==> src/rtl/csr_commit_sequencer.sv <==
`default_nettype none
// ============================================================================
// csr_commit_sequencer: captures one CSR request at commit, issues it to the
// CSR file, waits with replay/timeout handling and returns read data to WB.
// Revision: 1.0
// ============================================================================
module csr_commit_sequencer #(
  parameter int TIMEOUT_CYCLES = 256,
  parameter int MAX_REPLAY     = 3
) (
  input  logic        clk_i,
  input  logic        rstn_i,
  input  logic        flush_i,
  input  logic        csr_ena_i,
  input  logic [2:0]  csr_cmd_i,
  input  logic [11:0] csr_addr_i,
  input  logic [63:0] csr_wdata_i,
  input  logic [4:0]  csr_rd_i,
  input  logic        csr_rd_we_i,
  output logic        csr_req_valid_o,
  output logic [2:0]  csr_cmd_o,
  output logic [11:0] csr_addr_o,
  output logic [63:0] csr_wdata_o,
  input  logic        csr_resp_valid_i,
  input  logic [63:0] csr_rdata_i,
  input  logic        csr_xcpt_i,
  input  logic        csr_replay_i,
  output logic        commit_stall_o,
  output logic        wb_valid_o,
  output logic [4:0]  wb_rd_o,
  output logic [63:0] wb_data_o,
  output logic        xcpt_o,
  output logic        timeout_o,
  output logic        busy_o
);

  localparam int                WAIT_W       = $clog2(TIMEOUT_CYCLES);
  localparam int                REP_W        = $clog2(MAX_REPLAY + 1);
  localparam logic [WAIT_W-1:0] WAIT_LAST    = WAIT_W'(TIMEOUT_CYCLES - 1);
  localparam logic [REP_W-1:0]  REP_MAX      = REP_W'(MAX_REPLAY);
  localparam logic [2:0]        CSR_CMD_NOPE = 3'd0;

  typedef enum logic [1:0] {
    ST_IDLE  = 2'd0,
    ST_ISSUE = 2'd1,
    ST_WAIT  = 2'd2,
    ST_DONE  = 2'd3
  } state_t;

  state_t             state_q, state_d;
  logic [2:0]         cmd_q, cmd_d;
  logic [11:0]        addr_q, addr_d;
  logic [63:0]        wdata_q, wdata_d;
  logic [4:0]         rd_q, rd_d;
  logic               rd_we_q, rd_we_d;
  logic [63:0]        rdata_q, rdata_d;
  logic [REP_W-1:0]   replay_cnt_q, replay_cnt_d;
  logic [WAIT_W-1:0]  wait_cnt_q, wait_cnt_d;
  logic               err_q, err_d;
  logic               tmo_q, tmo_d;
  logic               req_q, req_d;
  logic               wb_q, wb_d;
  logic               xcpt_q, xcpt_d;

  always_comb begin
    state_d      = state_q;
    cmd_d        = cmd_q;
    addr_d       = addr_q;
    wdata_d      = wdata_q;
    rd_d         = rd_q;
    rd_we_d      = rd_we_q;
    rdata_d      = rdata_q;
    replay_cnt_d = replay_cnt_q;
    wait_cnt_d   = wait_cnt_q;
    err_d        = err_q;
    tmo_d        = tmo_q;

    case (state_q)
      ST_IDLE: begin
        if (csr_ena_i && csr_cmd_i != CSR_CMD_NOPE) begin
          cmd_d        = csr_cmd_i;
          addr_d       = csr_addr_i;
          wdata_d      = csr_wdata_i;
          rd_d         = csr_rd_i;
          rd_we_d      = csr_rd_we_i;
          replay_cnt_d = '0;
          state_d      = ST_ISSUE;
        end
      end
      ST_ISSUE: begin
        wait_cnt_d = '0;
        state_d    = ST_WAIT;
      end
      ST_WAIT: begin
        wait_cnt_d = wait_cnt_q + 1'b1;
        // A response always wins over a timeout hitting in the same cycle.
        if (csr_resp_valid_i) begin
          if (csr_xcpt_i) begin
            err_d   = 1'b1;
            state_d = ST_DONE;
          end else if (csr_replay_i) begin
            if (replay_cnt_q < REP_MAX) begin
              replay_cnt_d = replay_cnt_q + 1'b1;
              state_d      = ST_ISSUE;
            end else begin
              err_d   = 1'b1;
              state_d = ST_DONE;
            end
          end else begin
            rdata_d = csr_rdata_i;
            state_d = ST_DONE;
          end
        end else if (wait_cnt_q == WAIT_LAST) begin
          err_d   = 1'b1;
          tmo_d   = 1'b1;
          state_d = ST_DONE;
        end
      end
      ST_DONE: state_d = ST_IDLE;
      default: state_d = ST_IDLE;
    endcase

    if (flush_i) state_d = ST_IDLE;

    // Payload is wiped on every return to IDLE so the outputs read 0 there.
    if (state_d == ST_IDLE) begin
      cmd_d        = '0;
      addr_d       = '0;
      wdata_d      = '0;
      rd_d         = '0;
      rd_we_d      = 1'b0;
      rdata_d      = '0;
      replay_cnt_d = '0;
      wait_cnt_d   = '0;
      err_d        = 1'b0;
      tmo_d        = 1'b0;
    end

    req_d  = (state_d == ST_ISSUE);
    wb_d   = (state_d == ST_DONE) && !err_d && rd_we_d && (rd_d != 5'd0);
    xcpt_d = (state_d == ST_DONE) && err_d;
  end

  always_ff @(posedge clk_i or negedge rstn_i) begin
    if (!rstn_i) begin
      state_q      <= ST_IDLE;
      cmd_q        <= '0;
      addr_q       <= '0;
      wdata_q      <= '0;
      rd_q         <= '0;
      rd_we_q      <= 1'b0;
      rdata_q      <= '0;
      replay_cnt_q <= '0;
      wait_cnt_q   <= '0;
      err_q        <= 1'b0;
      tmo_q        <= 1'b0;
      req_q        <= 1'b0;
      wb_q         <= 1'b0;
      xcpt_q       <= 1'b0;
    end else begin
      state_q      <= state_d;
      cmd_q        <= cmd_d;
      addr_q       <= addr_d;
      wdata_q      <= wdata_d;
      rd_q         <= rd_d;
      rd_we_q      <= rd_we_d;
      rdata_q      <= rdata_d;
      replay_cnt_q <= replay_cnt_d;
      wait_cnt_q   <= wait_cnt_d;
      err_q        <= err_d;
      tmo_q        <= tmo_d;
      req_q        <= req_d;
      wb_q         <= wb_d;
      xcpt_q       <= xcpt_d;
    end
  end

  // A flush kills any strobe that would otherwise leave in the same cycle.
  assign csr_req_valid_o = req_q && !flush_i;
  assign wb_valid_o      = wb_q && !flush_i;
  assign xcpt_o          = xcpt_q && !flush_i;
  assign timeout_o       = xcpt_o && tmo_q;
  assign csr_cmd_o       = cmd_q;
  assign csr_addr_o      = addr_q;
  assign csr_wdata_o     = wdata_q;
  assign wb_rd_o         = rd_q;
  assign wb_data_o       = rdata_q;
  assign busy_o          = (state_q != ST_IDLE);
  assign commit_stall_o  = ((state_q == ST_IDLE) && csr_ena_i && !flush_i) ||
                           (state_q == ST_ISSUE) || (state_q == ST_WAIT);

endmodule
`default_nettype wire

==> config.mk <==
export PLATFORM = sky130hd
export DESIGN_NAME = csr_commit_sequencer
export DESIGN_NICKNAME = d
export VERILOG_FILES = /design/src/rtl/csr_commit_sequencer.sv
export SDC_FILE = /design/constraint.sdc
export NUM_CORES = 1
export LEC_CHECK = 0
export CAP_MARGIN = 20
export CORE_ASPECT_RATIO = 0.9
export CORE_UTILIZATION = 45
export DETAILED_ROUTE_END_ITERATION = 12
export PLACE_DENSITY_LB_ADDON = 0.2
export SLEW_MARGIN = 20
export SYNTH_ARGS = -nofsm -noshare
export SYNTH_HDL_FRONTEND = slang
export SYNTH_SLANG_ARGS = --single-unit
==> constraint.sdc <==
create_clock -name clk_i -period 4.07 [get_ports clk_i]
set_input_delay 0.6105 -clock clk_i [delete_from_list [all_inputs] [get_ports clk_i]]
set_output_delay 0.6105 -clock clk_i [all_outputs]
set_load 0.02 [all_outputs]
==> flow_summary.json <==
{
  "grt.met2_usage": 0.443,
  "max_freq_ghz": 0.360,
  "wl_per_cell_um": 16.2,
  "nNetsFinal": 1209,
  "clock_latency_ns": 0.41,
  "via_per_inst": 5.11,
  "fin_hold_ws_ns": 0.0840,
  "ys_types": 41,
  "layout_common_cells": "308 x clkdlybuf4s50_1, 305 x nand2_1, 166 x dfrtp_1, 158 x a21oi_1, 17 x clkbuf_16",
  "synth_flop_cell": "dfrtp_1",
  "fin_setup_tns_ns": 0,
  "syn2layout_area_growth_pct": 55.7,
  "synthCells": 767,
  "post-cts-setup-buffer-count": 0,
  "final_util": 0.724,
  "cts_hold_buf": 0,
  "grt_max_degree": 85,
  "drv_cap": 0,
  "max-slew-margin-rel": 0.321,
  "global_route.usage.met1": 0.334,
  "clk_pin_slew_ns": 0.06,
  "antennaDiodeCount": 0,
  "drt_iter0_drc": 353,
  "grt-ovfl-total": 0,
  "cts_tree": "yes",
  "die_y_um": 119,
  "reg2reg_from": "state_q[0]",
  "seq_area_um2": 4150,
  "cp-start-kind": "flip-flop",
  "p_leak_uw": 0.00431,
  "ant_nets": 0,
  "io_pins": 310,
  "vias": 6441,
  "h-tree-depth": 4,
  "grt_pass1_wl_um": 33600,
  "layout_min_cycle_time_ns": 2.77,
  "rsz0062_at_grt": "no",
  "drc_errors": 0,
  "multi_input_area_um2": 2500,
  "final.period_utilization": 0.682,
  "rows": 42,
  "grt_pass1_vias": 6487,
  "hold_violations": 0,
  "cts.repair.resized": 0,
  "die_x_um": 132,
  "synth.net_count": 925,
  "critPathArrivalTime_ns": 2.16,
  "synth_edf_count": 0,
  "crit_path_end_kind": "output port",
  "ys_warn_count": 0,
  "synth_top_area_cell": "dfrtp_1",
  "grt_usage": 0.271,
  "reg2reg_depth": 5,
  "powerDensity_nw_per_um2": 359,
  "dieArea_um2": 15800,
  "synth_area_per_cell_um2": 8.99,
  "crit_start": "state_q[0]",
  "clockBufferDepth": 2,
  "synthesis.area_um2": 6890,
  "crit_type": "flip-flop to output port",
  "hpwl_um": 13800,
  "cts_num_sinks": 166,
  "portBuffers": 309,
  "cp_max_fo": 20,
  "antenna_found_initial": 0,
  "worstMarginPinSlew_ns": 1.02,
  "fill_cells": 1136,
  "use_met3": 0.0805,
  "hp-class": "input port to async pin",
  "status": "completed",
  "rr_endpoint": "csr_wdata_o[16]",
  "async_reset_ff_frac": 1.00,
  "ir_drop_uv": 288,
  "root_buffer": "clkbuf_16",
  "routed_wl_um": 20400,
  "layout_commonest_cell": "clkdlybuf4s50_1",
  "crit_path_end": "commit_stall_o",
  "core_area_um2": 14800,
  "start_util": 0.465,
  "cts_buffers": 17,
  "reg2reg_slack_ns": 1.35,
  "worstPathRequired_ns": 3.46,
  "slew_viol_final": 0,
  "setup_viol": 0,
  "ys_top_cells_by_area": "dfrtp_1 60%, nand2_1 17%, a21oi_1 11%, clkbuf_1 1.7%, buf_2 1.3%",
  "place.gp.congestion": 0.813,
  "grt-busiest-layer": "met2",
  "post_route_cells_drive_above_1_share": 0.0480,
  "ys_seq_area_frac": 0.603,
  "fin_skew_ns": 0.00809,
  "first_pass_iters": 5,
  "yosysTopAreaCellShare": 0.603,
  "ys_ff_latch": 166
}
[cells in the mapped netlist (all sizes together) (4+ instances only)]
cell / n
nand2b: 5
and2: 6
nor3: 5
nor2: 11
nor2b: 4
dfrtp: 166
a31oi: 4
a21oi: 158
buf: 23
clkbuf: 31
o211ai: 4
nand2: 305
inv: 5
o21ai: 8
[kinds of logic (layout without fill, tap and decap cells)]
logic type | after synthesis | in the layout | synth area share
buf+inv | 59 | 355 | 0.0376
fa+ha+maj | 2 | 2 | 0.00363
simple gates | 354 | 354 | 0.211
mux | 1 | 1 | 0.00145
xor+xnor | 1 | 1 | 0.00127
compound gates | 184 | 184 | 0.142
flops | 166 | 166 | 0.603
[critical path, cell delays in order (launching register included)]
cell	delay, ns
dfrtp_1	0.70
nor2_1	0.16
inv_1	0.10
a21oi_1	0.04
a21oi_1	0.11
clkdlybuf4s50_1	0.63
[power by group]
part           internal (µW)  leakage [µW]  switching (µW)
Combinational            277       0.00173             322
Clock                    889      0.000280             634
Sequential              1700       0.00230            33.1
[layout make-up]
type / instances / area share
Multi-Input combinational cell: 542 / 0.233
Clock buffer: 24 / 0.0486
Timing Repair Buffer: 319 / 0.302
Tap cell: 198 / 0.0231
Clock inverter: 7 / 0.00408
Sequential cell: 166 / 0.387
Inverter: 5 / 0.00175
[state kept, by name (all words and copies together), names as in the netlist]
register,flops
replay_cnt_q,2
state_q,2
err_q,1
csr_cmd_o,3
wait_cnt_q,8
req_q,1
xcpt_q,1
tmo_q,1
wb_data_o,64
rd_we_q,1
csr_wdata_o,64
csr_addr_o,12
wb_q,1
wb_rd_o,5
[per-layer routing]
| metal | vias to the layer above | share of wire |
|---|---|---|
| li1 | 3089 | - |
| met1 | 3072 | 0.41 |
| met2 | 242 | 0.48 |
| met3 | 38 | 0.076 |
| met4 | 0 | 0.028 |
| met5 | - | 0 |
[per-stage QoR]
step                total power, µW  area [µm²]  setup slack, ns  std cells
finish                         3850       10700             1.30       1261
CTS                            3890       10700             1.27       1261
global placement               2350       10200             1.08       1230
detailed placement             2360       10200            0.966       1230
floorplan                      2010        6890             2.03        767
global route                   4010       10700             1.09       1261
[worst min path at each step]
stage / start / endpoint / slack [ns] / depth (start not counted)
final: rstn_i / wb_data_o[25] / 0.08 / 1
after global routing: rstn_i / wb_data_o[26] / 0.08 / 1
after CTS: rstn_i / wb_data_o[26] / 0.08 / 1
after detailed placement: err_q / err_q / 0.49 / 2
after global placement: err_q / err_q / 0.48 / 2
after floorplan: rstn_i / csr_addr_o[0] / 0.31 / 0
(Power assumes the default switching activity.)
